**src/rtl/writeback_arbiter.sv**
```systemverilog
// Writeback merge stage: two in-order ALU lanes plus a buffered long-latency stream onto two
// register-file write ports, with WAW squashing of stale buffered results and no writes to x0.
module writeback_arbiter #(
   parameter int DATA_W   = 16,
   parameter int MC_DEPTH = 4
) (
   input  logic                          clk,
   input  logic                          arst_n,
   input  logic                          l0_valid,
   input  logic [4:0]                    l0_waddr,
   input  logic [DATA_W-1:0]             l0_wdata,
   input  logic                          l1_valid,
   input  logic [4:0]                    l1_waddr,
   input  logic [DATA_W-1:0]             l1_wdata,
   input  logic                          mc_valid,
   output logic                          mc_ready,
   input  logic [4:0]                    mc_waddr,
   input  logic [DATA_W-1:0]             mc_wdata,
   output logic                          reg_write_1,
   output logic [4:0]                    waddr_1,
   output logic [DATA_W-1:0]             wdata_1,
   output logic                          reg_write_2,
   output logic [4:0]                    waddr_2,
   output logic [DATA_W-1:0]             wdata_2,
   output logic [31:0]                   pending_mask,
   output logic [$clog2(MC_DEPTH):0]     mc_count
);

   localparam int PW = $clog2(MC_DEPTH);
   localparam int CW = PW + 1;

   logic [MC_DEPTH-1:0] e_live;
   logic [4:0]          e_waddr [MC_DEPTH];
   logic [DATA_W-1:0]   e_wdata [MC_DEPTH];
   logic [PW-1:0]       head, tail, h1;

   logic l0_ok, l1_ok, l0_surv, l1_surv, push, push_live;
   logic [MC_DEPTH-1:0] live_sq, pop_mask;

   logic              dp1_v, dp2_v, first_live, p1f, p2f, stop;
   logic [4:0]        dp1_a, dp2_a, first_a;
   logic [DATA_W-1:0] dp1_d, dp2_d;
   logic [1:0]        pop_n;

   // Long-latency handshake: a result transfers on a cycle where mc_valid && mc_ready;
   // mc_ready depends only on registered occupancy, never on this cycle's pops.
   assign mc_ready = (mc_count < CW'(MC_DEPTH));
   assign push     = mc_valid && mc_ready;

   assign l0_ok   = l0_valid && (l0_waddr != 5'd0);
   assign l1_ok   = l1_valid && (l1_waddr != 5'd0);
   assign l0_surv = l0_ok && !(l1_ok && (l1_waddr == l0_waddr));
   assign l1_surv = l1_ok;

   // Lanes are younger than anything in or entering the buffer, so matching results are stale.
   assign push_live = (mc_waddr != 5'd0)
                    && !(l0_surv && (mc_waddr == l0_waddr))
                    && !(l1_surv && (mc_waddr == l1_waddr));

   always_comb begin
      live_sq = '0;
      for (int i = 0; i < MC_DEPTH; i++) begin
         live_sq[i] = e_live[i]
                    && !(l0_surv && (e_waddr[i] == l0_waddr))
                    && !(l1_surv && (e_waddr[i] == l1_waddr));
      end
   end

   always_comb begin
      pending_mask = '0;
      for (int i = 0; i < MC_DEPTH; i++) begin
         if (e_live[i]) pending_mask[e_waddr[i]] = 1'b1;
      end
   end

   assign h1 = head + PW'(1);

   // Drain up to two head entries in order; a live entry takes the lowest lane-free port.
   always_comb begin
      dp1_v = 1'b0; dp1_a = '0; dp1_d = '0;
      dp2_v = 1'b0; dp2_a = '0; dp2_d = '0;
      pop_n = 2'd0;
      first_live = 1'b0;
      first_a = '0;
      p1f = !l0_surv;
      p2f = !l1_surv;
      stop = 1'b0;
      if (mc_count != '0) begin
         if (!live_sq[head]) begin
            pop_n = 2'd1;
         end else if (p1f) begin
            dp1_v = 1'b1; dp1_a = e_waddr[head]; dp1_d = e_wdata[head];
            p1f = 1'b0; pop_n = 2'd1; first_live = 1'b1; first_a = e_waddr[head];
         end else if (p2f) begin
            dp2_v = 1'b1; dp2_a = e_waddr[head]; dp2_d = e_wdata[head];
            p2f = 1'b0; pop_n = 2'd1; first_live = 1'b1; first_a = e_waddr[head];
         end else begin
            stop = 1'b1;
         end
      end else begin
         stop = 1'b1;
      end
      if (!stop && (mc_count > CW'(1))) begin
         if (!live_sq[h1]) begin
            pop_n = 2'd2;
         end else if (!first_live || (e_waddr[h1] != first_a)) begin
            if (p1f) begin
               dp1_v = 1'b1; dp1_a = e_waddr[h1]; dp1_d = e_wdata[h1];
               pop_n = 2'd2;
            end else if (p2f) begin
               dp2_v = 1'b1; dp2_a = e_waddr[h1]; dp2_d = e_wdata[h1];
               pop_n = 2'd2;
            end
         end
      end
   end

   always_comb begin
      pop_mask = '0;
      if (pop_n != 2'd0) pop_mask[head] = 1'b1;
      if (pop_n == 2'd2) pop_mask[h1]   = 1'b1;
   end

   always_ff @(posedge clk or negedge arst_n) begin
      if (!arst_n) begin
         head        <= '0;
         tail        <= '0;
         mc_count    <= '0;
         e_live      <= '0;
         for (int i = 0; i < MC_DEPTH; i++) begin
            e_waddr[i] <= '0;
            e_wdata[i] <= '0;
         end
         reg_write_1 <= 1'b0;
         waddr_1     <= '0;
         wdata_1     <= '0;
         reg_write_2 <= 1'b0;
         waddr_2     <= '0;
         wdata_2     <= '0;
      end else begin
         e_live <= live_sq & ~pop_mask;
         // The tail slot is never occupied, so it cannot collide with a popped entry.
         if (push) begin
            e_live[tail]  <= push_live;
            e_waddr[tail] <= mc_waddr;
            e_wdata[tail] <= mc_wdata;
            tail          <= tail + PW'(1);
         end
         head     <= head + PW'(pop_n);
         mc_count <= mc_count + CW'(push) - CW'(pop_n);

         reg_write_1 <= l0_surv || dp1_v;
         waddr_1     <= l0_surv ? l0_waddr : dp1_a;
         wdata_1     <= l0_surv ? l0_wdata : dp1_d;
         reg_write_2 <= l1_surv || dp2_v;
         waddr_2     <= l1_surv ? l1_waddr : dp2_a;
         wdata_2     <= l1_surv ? l1_wdata : dp2_d;
      end
   end

endmodule

```
**config.mk**
```make
export PLATFORM = sky130hd
export DESIGN_NAME = writeback_arbiter
export DESIGN_NICKNAME = d
export VERILOG_FILES = /design/src/rtl/writeback_arbiter.sv
export SDC_FILE = /design/constraint.sdc
export NUM_CORES = 1
export LEC_CHECK = 0
export CORE_MARGIN = 1.5
export CORE_UTILIZATION = 55
export CTS_CLUSTER_SIZE = 28
export DETAILED_ROUTE_END_ITERATION = 10
export GPL_ROUTABILITY_DRIVEN = 1
export PLACE_DENSITY = 0.82
export RECOVER_POWER = 25
export SKIP_CTS_REPAIR_TIMING = 1
export SLEW_MARGIN = 10
export SYNTH_ARGS = -nofsm -noshare
export SYNTH_HDL_FRONTEND = slang
export SYNTH_SLANG_ARGS = --single-unit
```
**constraint.sdc**
```tcl
create_clock -name clk -period 6.35 [get_ports clk]
set_clock_uncertainty 0.1 [all_clocks]
set_input_delay 1.5875 -clock clk [delete_from_list [all_inputs] [get_ports clk]]
set_output_delay 1.5875 -clock clk [all_outputs]
set_load 0.005 [all_outputs]
```
# Word level (Yosys, flattened, before mapping)
# Cells that the tools add are included.
# Widths: inputs -> output; s select.
word_totals:
  register_bits: 139
  inputBits: 68
  out_inout_bits: 80
  word_cells: 241
classes:
  add_sub_neg: 5
  n_lt_le_gt_ge: 20
  n_eq_ne: 13
  mux: 119
  bitwise: 9
  reduce_logical: 57
op_table:
  columns: ["operator", "count"]
  rows:
  - ["$mux 16", 21]
  - ["$mux 32", 4]
  - ["$mux 5", 25]
  - ["$or 32x32->32", 3]
  - ["$bmux 16 s2", 2]
  - ["$bwmux 64", 1]
  - ["$eq 5x5->1", 11]
  - ["$mux 1", 43]
  - ["$logic_and 1x1->1", 34]
  - ["$demux 16 s2", 1]
  - ["$lt 5x6->1 const B", 4]
  - ["$bmux 5 s2", 2]
  - ["$bwmux 20", 1]
  - ["$demux 1 s5", 4]
  - ["$ge 5x1->1 const B", 4]
  - ["$logic_not 1->1", 15]
  - ["$reduce_bool 5->1", 3]
  - ["$mux 4", 3]
  - ["$demux 5 s2", 1]
  - ["$mux 2", 5]
  - ["$ge 3x3->1 const B", 3]
  - ["$lt 2x3->1 const B", 3]
  - ["$not 2->3", 3]
  - ["$demux 1 s2", 3]
  - ["18 further kinds", 24]

# Depth between registers and ports, before layout
# Gate-level depths: netlist of the first run.
logic_depth:
  depth_word: 26
  ltp_mapped: 18
  ltp_nobuf: 16

# Worst setup path before layout of the first run
# No wires, ideal clock.
synth_timing:
  path_type: "input port to flip-flop"
  from: "input l0_waddr[2]"
  to: "register mc_count[2]"
  setup_time_ps: 127
  arrival_time_ps: 5341
  t_required_ps: 6123
  setup_slack_ps: 783
  cell_stages: 18
  n_path_buf: 3
  cell_sequence: "buf_4 -> or4_4 -> o21a_4 -> o41a_1 -> buf_6 -> a211o_1 -> mux4_2 -> buf_6 -> o31ai_1 -> a311oi_1 -> nor3_1 -> ha_1 -> inv_1 -> ha_1 -> inv_1 -> fa_1 -> xnor2_1 -> xnor2_1"
synth_via:
  elab_chain_cells: 18
  word_cells_on_any_way: 60
  cone_classes: "add/sub (1); eq/ne (6); mux (27); reduce/logical (26)"
synth_lines:
  columns: ["item", "line", "source"]
  rows:
  - ["start: declaration", "10", "input logic [4:0] l0_waddr,"]
  - ["$eq 5x5->1", "52", "assign l0_surv = l0_ok && !(l1_ok && (l1_waddr == l0_waddr));"]
  - ["$logic_and 1x1->1", "52", null]
  - ["$logic_not 1->1", "52", null]
  - ["$logic_and 1x1->1", "52", null]
  - ["$logic_and 1x1->1", "64", "&& !(l0_surv && (e_waddr[i] == l0_waddr))"]
  - ["$logic_not 1->1", "64", null]
  - ["$logic_and 1x1->1", "64", null]
  - ["$logic_and 1x1->1", "65", "&& !(l1_surv && (e_waddr[i] == l1_waddr));"]
  - ["[2 not listed]", null, null]
  - ["$mux 5 / $mux 1 (equally long branches)", "89", "if (!live_sq[head]) begin"]
  - ["$mux 5 / $mux 1 (equally long branches)", "88", "if (mc_count != '0) begin"]
  - ["$ne 5x5->1 (tied with other cells)", "106", "end else if (!first_live || (e_waddr[h1] != first_a)) begin"]
  - ["$logic_or 1x1->1 / $mux 2 (equally long branches)", "106, 107", null]
  - ["$mux 2", "106", null]
  - ["$mux 2", "104", "if (!live_sq[h1]) begin"]
  - ["$mux 2 *", "103", "if (!stop && (mc_count > CW'(1))) begin"]
  - ["$sub 3x2->3 *", "150", "mc_count <= mc_count + CW'(push) - CW'(pop_n);"]
  - ["end signal: assignment", "150", null]
  - ["end: declaration", "26", "output logic [$clog2(MC_DEPTH):0] mc_count"]
# Every way passes the cells marked *; elsewhere a longest branch is shown, timed or not. The select of a mux whose other input is x is not followed.
# A chain may end at the register's enable or synchronous reset.

# Final worst setup path of the first run
# Same ends and word-level chain as after synthesis.

==> flow_summary.ini, run 1 <==
[status]
outcome = complete, but fails checks
failed_checks = max-capacitance violations, max-slew violations

[clock_network]
ctsHtreeMaxLevel = 4
cts_root_buf = clkbuf_16
cts_tree = done
clock_path_buffers = 2
path_clk_slew_ns = 0.06
insertion_delay_ns = 0.42
cts_buffers = 17
clock-sinks = 139

[logic_synthesis]
synth_cell_types = 56
yosys-top-cells-area = dfrtp_1, mux4_2, mux2_2, xnor2_1, xor2_1
ys_ff_latch = 139
synth_nets = 898
synth_edf_count = 0
yosysTopAreaCell = dfrtp_1
synth_area_sq_um = 8940
yosys_most_used_dff = dfrtp_1
synth_warnings = 0
syn_inst = 815
ys_seq_area_frac = 0.389
postSynthAreaPerCell_sq_um = 11.0
synth_top_area_share = 0.389
async_flop_share = 1.00

[finish]
antenna_cells = 0
fin_nets = 1012
stdcell_count = 1158
layout-drive-gt1-share = 0.222
final_cell_mix = clkdlybuf4s50_1, dfrtp_1, mux2_2, nor2_1, mux4_2
syn2layout_area_growth_pct = 25.5
nFillCells = 1142
final_common_cell = clkdlybuf4s50_1

[sta]
whs_ns = 0.426
fin_setup_tns_ns = 0
setup_viol = 0
layout_min_cycle_time_ns = 5.67
max_freq_ghz = 0.176
period_share = 0.893
tightest_slew_ns = 2.32
hold_viol = 0
rsz0062_at_grt = false
slew_headroom = -0.547
slew_violations = 96

[placement]
placed_cells = 1126
place_hpwl_mm = 18.2
place_congestion = 0.951
port_buffers = 147

[floorplan]
die-height_um = 130
ios = 148
die_w_um = 130
row_count = 46
die-area_sq_um = 17000
start_util = 0.563
coreArea_sq_um = 15900

[power]
pwr-share-clk = 0.192
p_seq_frac = 0.312
p_per_area_nw_per_um2 = 513
peakVddDrop_mv = 0.306
total_leakage_power_nw = 4.35
power_frac_comb = 0.496
switching_share = 0.399
p_sw_mw = 2.30
p_total_mw = 5.76
p_int_mw = 3.46

[detailed_routing]
dr.pass1.iters = 6
via_per_inst = 6.72
wire_per_inst_um = 23.2
vias = 7782
drcViolationCount = 0
ant_nets = 0
wl_mm = 26.9
drt_iter0_markers = 862

[job]
drv_cap = 1

[worst_hold_path]
hold_path_class = flip-flop to flip-flop

[critical_path]
critPathMaxStageDelay_ns = 0.55
critical_path_arrival_ns = 5.87
startpoint_type = input port
cp_cell_sequence = clkdlybuf4s50_1 -> or4_4 -> o21a_4 -> o41a_1 -> a211o_1 -> mux4_2 -> o31ai_1 -> a311oi_1 -> nor3_1 -> ha_1 -> inv_1 -> ha_1 -> inv_1 -> fa_1 -> xnor2_1 -> xnor2_1
slowest_stage = or4_4
worst_ep_required_time_ns = 6.55
cp-end-kind = flip-flop
path_max_fanout = 7
crit_type = input port to flip-flop

[global_route]
grt_use_total = 0.324
grt_pass1_vias = 7576
grt_pass1_wl_mm = 41.6
grt_max_degree = 96
grt.overflow.total = 0
antenna_found_initial = 0
-- through the flow --
step | utilization | cell area, sq um | setup WS (ns)
finish | 0.706 | 11200 | 0.680
global route | 0.706 | 11200 | 0.452
CTS | 0.706 | 11200 | 0.704
detailed placement | 0.664 | 10600 | 0.287
global placement | 0.664 | 10600 | 0.416
floorplan | - | 8940 | 0.783
-- state kept, by name, summed over array words and instances (netlist names) --
name and flops:
e_live 4, e_waddr 20, e_wdata 64, head 2
mc_count 3, reg_write_1 1, reg_write_2 1, tail 2
waddr_1 5, waddr_2 5, wdata_1 16, wdata_2 16
-- critical path, delay by kind of cell --
kind	cells	cell delay, ns
buffers and inverters	3	0.59
multiplexers	1	0.52
AND/OR/NAND/NOR	2	0.83
XOR/XNOR	2	0.26
adder cells (fa/ha/maj)	3	0.80
AO/OA/AOI/OAI	5	1.28
-- final timing paths --
| check | from | to | slack, ns | cells after the start |
|---|---|---|---|---|
| setup / recovery | l0_waddr[2] | mc_count[2] | 0.68 | 16 |
| hold / removal | e_wdata[28] | e_wdata[28] | 0.43 | 1 |
| hold reg to reg | e_wdata[28] | e_wdata[28] | 0.43 | 1 |
| min in group asynchronous | arst_n | waddr_2[4] | 1.74 | 1 |
| max in group asynchronous | arst_n | e_waddr[17] | 2.76 | 2 |
| setup reg to reg | head[0] | mc_count[2] | 1.47 | 16 |
-- layer usage --
metal	vias up	share of wire	wire, um	global-route usage
li1	3334	-	-	-
met1	3814	0.39	10500	0.424
met2	527	0.48	12900	0.522
met3	107	0.087	2330	0.0668
met4	0	0.040	1070	0.154
met5	-	0	0	0
-- synth_stat cells (21+ instances only) --
| master | count |
|---|---|
| a21oi_1 | 37 |
| a31oi_1 | 21 |
| clkbuf_1 | 53 |
| dfrtp_1 | 139 |
| mux2_2 | 84 |
| mux4_2 | 45 |
| nand2_1 | 44 |
| nand4_1 | 25 |
| nor2_1 | 57 |
| xnor2_1 | 37 |
| xor2_1 | 28 |
-- power groups by stage --
stage,logic [mW],clock network [mW],registers (mW)
detailed placement,2.77,0,1.77
global route,3.05,1.16,1.82
finish,2.85,1.11,1.80
global placement,2.71,0,1.74
floorplan,2.15,0,1.49
CTS,2.82,1.12,1.77
-- kinds of logic (layout without fill, tap and decap cells) --
family,Yosys count,count (layout),share of synthesized area
AO/OA/AOI/OAI,167,167,0.142
adder cells (fa/ha/maj),15,15,0.0218
AND/OR/NAND/NOR,204,204,0.117
flip-flops,139,139,0.389
buffers and inverters,96,223,0.0463
multiplexers,129,129,0.219
XOR/XNOR,65,65,0.0637
-- final cells by class --
type,count,area (sq um),area share
repair buffers,178,1700,0.152
clock buffers,22,484,0.0432
flip-flops and latches,139,3480,0.310
clock inverters,10,186,0.0166
inverters,13,48.8,0.00435
well taps,216,270,0.0241
multi-input cells,580,5050,0.450
(Power assumes the default switching activity.)
==> run 2, diff against run 1 <==
Settings changed: PLACE_DENSITY 0.82 to unset, PLACE_DENSITY_LB_ADDON set to 0.1.
==> flow_summary.ini, run 2 (synthesized netlist as in run 1, its figures left out) <==
[status]
outcome = complete, but fails checks
failed_checks = max-capacitance violations, max-slew violations

[critical_path]
startpoint_type = input port
crit_buf_inv = 3
cp-end-kind = flip-flop
cp_cell_sequence = clkdlybuf4s50_1 -> or4_4 -> o21a_4 -> o41a_1 -> a211o_1 -> mux4_2 -> o31ai_1 -> a311oi_1 -> nor3_1 -> ha_1 -> inv_1 -> ha_1 -> inv_1 -> fa_1 -> xnor2_1 -> xnor2_1
critical_path_arrival_ns = 5.86
crit_type = input port to flip-flop
path_max_fanout = 9
critPathMaxStageDelay_ns = 0.54
crit_family = compound AO/OA/AOI/OAI gates
slowest_stage = or4_4
worst_ep_required_time_ns = 6.58

[sta]
rsz0062_at_grt = false
tightest_slew_ns = 3.65
period_share = 0.886
layout_min_cycle_time_ns = 5.62
slew_headroom = -1.43
hold_viol = 0
setup_viol = 0
fin_setup_tns_ns = 0
slew_violations = 69
max_freq_ghz = 0.178
whs_ns = 0.433

[finish]
largest_reg_flops = 64
syn2layout_area_growth_pct = 24.5
final_cell_mix = clkdlybuf4s50_1, dfrtp_1, mux2_2, nor2_1, mux4_2
final_common_cell = clkdlybuf4s50_1
stdcell_count = 1156
layout-drive-gt1-share = 0.222
antenna_cells = 0
fin_nets = 1010
final_core_util = 0.700
fin_area_sq_um = 11100
largestRegisters = e_wdata: 64 flops, e_waddr: 20 flops
top_register = e_wdata

[detailed_routing]
dr.max_layer_used = met4
met3RoutedLength_mm = 2.33
wl_met1_mm = 11.0
met2WireLength_mm = 14.0
drcViolationCount = 0
dr.pass1.iters = 6
wire_per_inst_um = 24.4
via_per_inst = 6.73
wl_mm = 28.3
vias = 7775
drt_iter0_markers = 793
ant_nets = 0

[placement]
place_hpwl_mm = 19.0
port_buffers = 147
placed_cells = 1124
place_area_sq_um = 10500
place_congestion = 0.942

[clock_network]
insertion_delay_ns = 0.42
ctsHtreeMaxLevel = 4
cts_tree = done
clock_path_buffers = 2
path_clk_slew_ns = 0.06
clock-sinks = 139
cts_buffers = 17
cts_root_buf = clkbuf_16

[power]
peakVddDrop_mv = 0.301
total_leakage_power_nw = 4.30
p_per_area_nw_per_um2 = 506

[global_route]
grt_pass1_vias = 7873
grt_use_total = 0.342
grt_max_degree = 73
grt_pass1_wl_mm = 43.6
antenna_found_initial = 0
grt.overflow.total = 0

[job]
drv_cap = 1

[floorplan]
coreArea_sq_um = 15900
die-height_um = 130
die_w_um = 130
row_count = 46
die-area_sq_um = 17000
start_util = 0.563
ios = 148

[worst_hold_path]
hold_path_class = flip-flop to flip-flop
## run 2: where the power goes
| part | internal (mW) | switching, mW | total (mW) |
|---|---|---|---|
| sequential | 1.27 | 0.521 | 1.79 |
| combinational | 1.44 | 1.42 | 2.86 |
| clock | 0.570 | 0.404 | 0.974 |
## run 2: cell type report
cell class | instances | area [sq um]
Clock buffer | 19 | 453
Timing Repair Buffer | 176 | 1680
Fill cell | 1186 | 4760
Multi-Input combinational cell | 580 | 5060
Sequential cell | 139 | 3480
Clock inverter | 13 | 136
Inverter | 13 | 48.8
Tap cell | 216 | 270
## run 2: path summary, 6_finish.rpt
| kind | cells after the start | slack (ns) | from | to |
|---|---|---|---|---|
| setup / recovery | 16 | 0.73 | l0_waddr[2] | mc_count[2] |
| hold / removal | 1 | 0.43 | e_wdata[4] | e_wdata[4] |
| setup reg to reg | 16 | 1.96 | head[0] | mc_count[2] |
| hold reg to reg | 1 | 0.43 | e_wdata[4] | e_wdata[4] |
| max in group asynchronous | 2 | 1.15 | arst_n | head[0] |
| min in group asynchronous | 1 | 2.33 | arst_n | tail[0] |
## run 2: metrics by stage
| stage | setup slack, ns | power [mW] |
|---|---|---|
| after global placement | 0.400 | 4.48 |
| final | 0.726 | 5.63 |
| after detailed placement | 0.354 | 4.58 |
| after CTS | 0.758 | 5.59 |
| after floorplan | 0.783 | 3.63 |
| after global routing | 0.281 | 5.92 |
## run 2: metal layers
metal	GRT usage	up-vias
li1	-	3332
met1	0.442	3868
met2	0.568	495
met3	0.0672	80
met4	0.145	0
met5	0	-
## run 2: worst reg2reg max path: cells and delay by family, from the launching register on
family                   cells  cell delay (ns)
XOR/XNOR                     3             0.52
adder cells (fa/ha/maj)      4             1.31
AND/OR/NAND/NOR              2             0.49
multiplexers                 1             0.62
flip-flops                   1             0.35
AO/OA/AOI/OAI                3             0.72
buffers and inverters        3             0.22
==> run 3, diff against run 2 <==
Settings changed: CELL_PAD_IN_SITES_DETAIL_PLACEMENT set to 0, CELL_PAD_IN_SITES_GLOBAL_PLACEMENT set to 1, CORE_UTILIZATION 55 to 43.
==> flow_summary.ini, run 3 (synthesized netlist as in run 1, its figures left out) <==
[power]
total_leakage_power_nw = 4.32
p_per_area_nw_per_um2 = 502
peakVddDrop_mv = 0.264

[detailed_routing]
wire_per_inst_um = 24.2
drt_iter0_markers = 576
ant_nets = 0
dr.pass1.iters = 5
drcViolationCount = 0
wl_mm = 29.3
via_per_inst = 6.26
vias = 7599

[sta]
whs_ns = 0.427
fin_setup_tns_ns = 0
hold_viol = 0
slew_headroom = -1.67
period_share = 0.924
layout_min_cycle_time_ns = 5.87
slew_violations = 78
setup_viol = 0
rsz0062_at_grt = false
max_freq_ghz = 0.170
tightest_slew_ns = 4.00

[finish]
largest_reg_flops = 64
antenna_cells = 0
fin_nets = 1014
largestRegisters = e_wdata: 64 flops, e_waddr: 20 flops
syn2layout_area_growth_pct = 25.4
final_core_util = 0.552
top_register = e_wdata
layout-drive-gt1-share = 0.224
final_cell_mix = clkdlybuf4s50_1, dfrtp_1, mux2_2, nor2_1, mux4_2
final_common_cell = clkdlybuf4s50_1

[critical_path]
cp_cell_sequence = clkdlybuf4s50_1 -> or4_4 -> o21a_4 -> o41a_1 -> a211o_1 -> mux4_2 -> buf_4 -> nor3_1 -> a311oi_1 -> nor3_1 -> ha_1 -> inv_1 -> ha_1 -> inv_1 -> fa_1 -> xnor2_1 -> xnor2_1
crit_start = l0_waddr[2]
slowest_stage = mux4_2
path_max_fanout = 11
reg2reg_from = head[0]
cp-end-kind = flip-flop
r2r_cells = 16
startpoint_type = input port
crit_type = input port to flip-flop
worst_ep_required_time_ns = 6.54
critical_path_arrival_ns = 6.06
critPathMaxStageDelay_ns = 0.56
r2r_setup_slack_ns = 1.09
cp-endpoint = mc_count[2]
r2r_end = mc_count[2]

[placement]
port_buffers = 147
place_hpwl_mm = 19.8
place_congestion = 0.887

[floorplan]
die_w_um = 147
coreArea_sq_um = 20300
start_util = 0.440
ios = 148
die-area_sq_um = 21700
die-height_um = 147
row_count = 52

[clock_network]
insertion_delay_ns = 0.42
cts_root_buf = clkbuf_16
clock_path_buffers = 2
ctsHtreeMaxLevel = 4
cts_tree = done
path_clk_slew_ns = 0.07
cts_buffers = 17
clock-sinks = 139

[global_route]
grt_max_degree = 78
antenna_found_initial = 0
grt_pass1_vias = 8130
grt.overflow.total = 0
grt_use_total = 0.281
grt_pass1_wl_mm = 46.8

[job]
drv_cap = 1

[status]
outcome = complete, but fails checks
failed_checks = max-capacitance violations, max-slew violations

[worst_hold_path]
hold_path_class = flip-flop to flip-flop
## run 3: changes by cell type in the layout (fill, tap and decap cells not counted), sizes merged
cell / delta
clkinvlp: -2
inv: +5
buf: +5
clkbuf: -2
clkinv: -2
## run 3: worst min path at each step
stage | from | end | slack, ns | depth (start not counted)
after floorplan | e_wdata[0] | e_wdata[0] | 0.39 | 1
after global placement | e_wdata[21] | e_wdata[21] | 0.40 | 1
after detailed placement | e_wdata[13] | e_wdata[13] | 0.41 | 1
after CTS | e_wdata[13] | e_wdata[13] | 0.43 | 1
after global routing | e_wdata[9] | e_wdata[9] | 0.44 | 1
final | e_wdata[19] | e_wdata[19] | 0.43 | 1
## run 3: layout make-up
cell class	count	area (sq um)
clock inverter	14	150
timing repair buffer	180	1710
inverter	13	48.8
fill	1757	9090
sequential	139	3480
tap	270	338
multi-input combinational	580	5050
clock buffer	18	429
## run 3: worst max-delay path, delay by kind of cell
kind,cells,cell delay (ns)
buf+inv,4,0.81
xor+xnor,2,0.27
mux,1,0.56
fa+ha+maj,3,0.81
simple gates,3,1.06
compound gates,4,0.95
## run 3: per-layer routing
metal	share of wire	wire [um]	global-route usage
met4	0.020	591	0.0915
met1	0.42	12400	0.371
met5	0	0	0
met3	0.066	1920	0.0519
met2	0.49	14500	0.466
## run 3: stage by stage
stage               worst slack, ns  area [sq um]  instances  total power, mW
CTS                           0.523         11200       1214             5.63
global placement              0.276         10600       1182             4.56
detailed placement            0.102         10600       1182             4.62
floorplan                     0.783          8940        815             3.63
finish                        0.481         11200       1214             5.63
global route                  0.252         11200       1214             5.97
## run 3: where the power goes
| group | leakage [nW] | switching, mW | internal [mW] |
|---|---|---|---|
| Combinational | 2.35 | 1.37 | 1.44 |
| Sequential | 1.69 | 0.558 | 1.27 |
| Clock | 0.283 | 0.426 | 0.556 |
| Total | 4.32 | 2.36 | 3.27 |
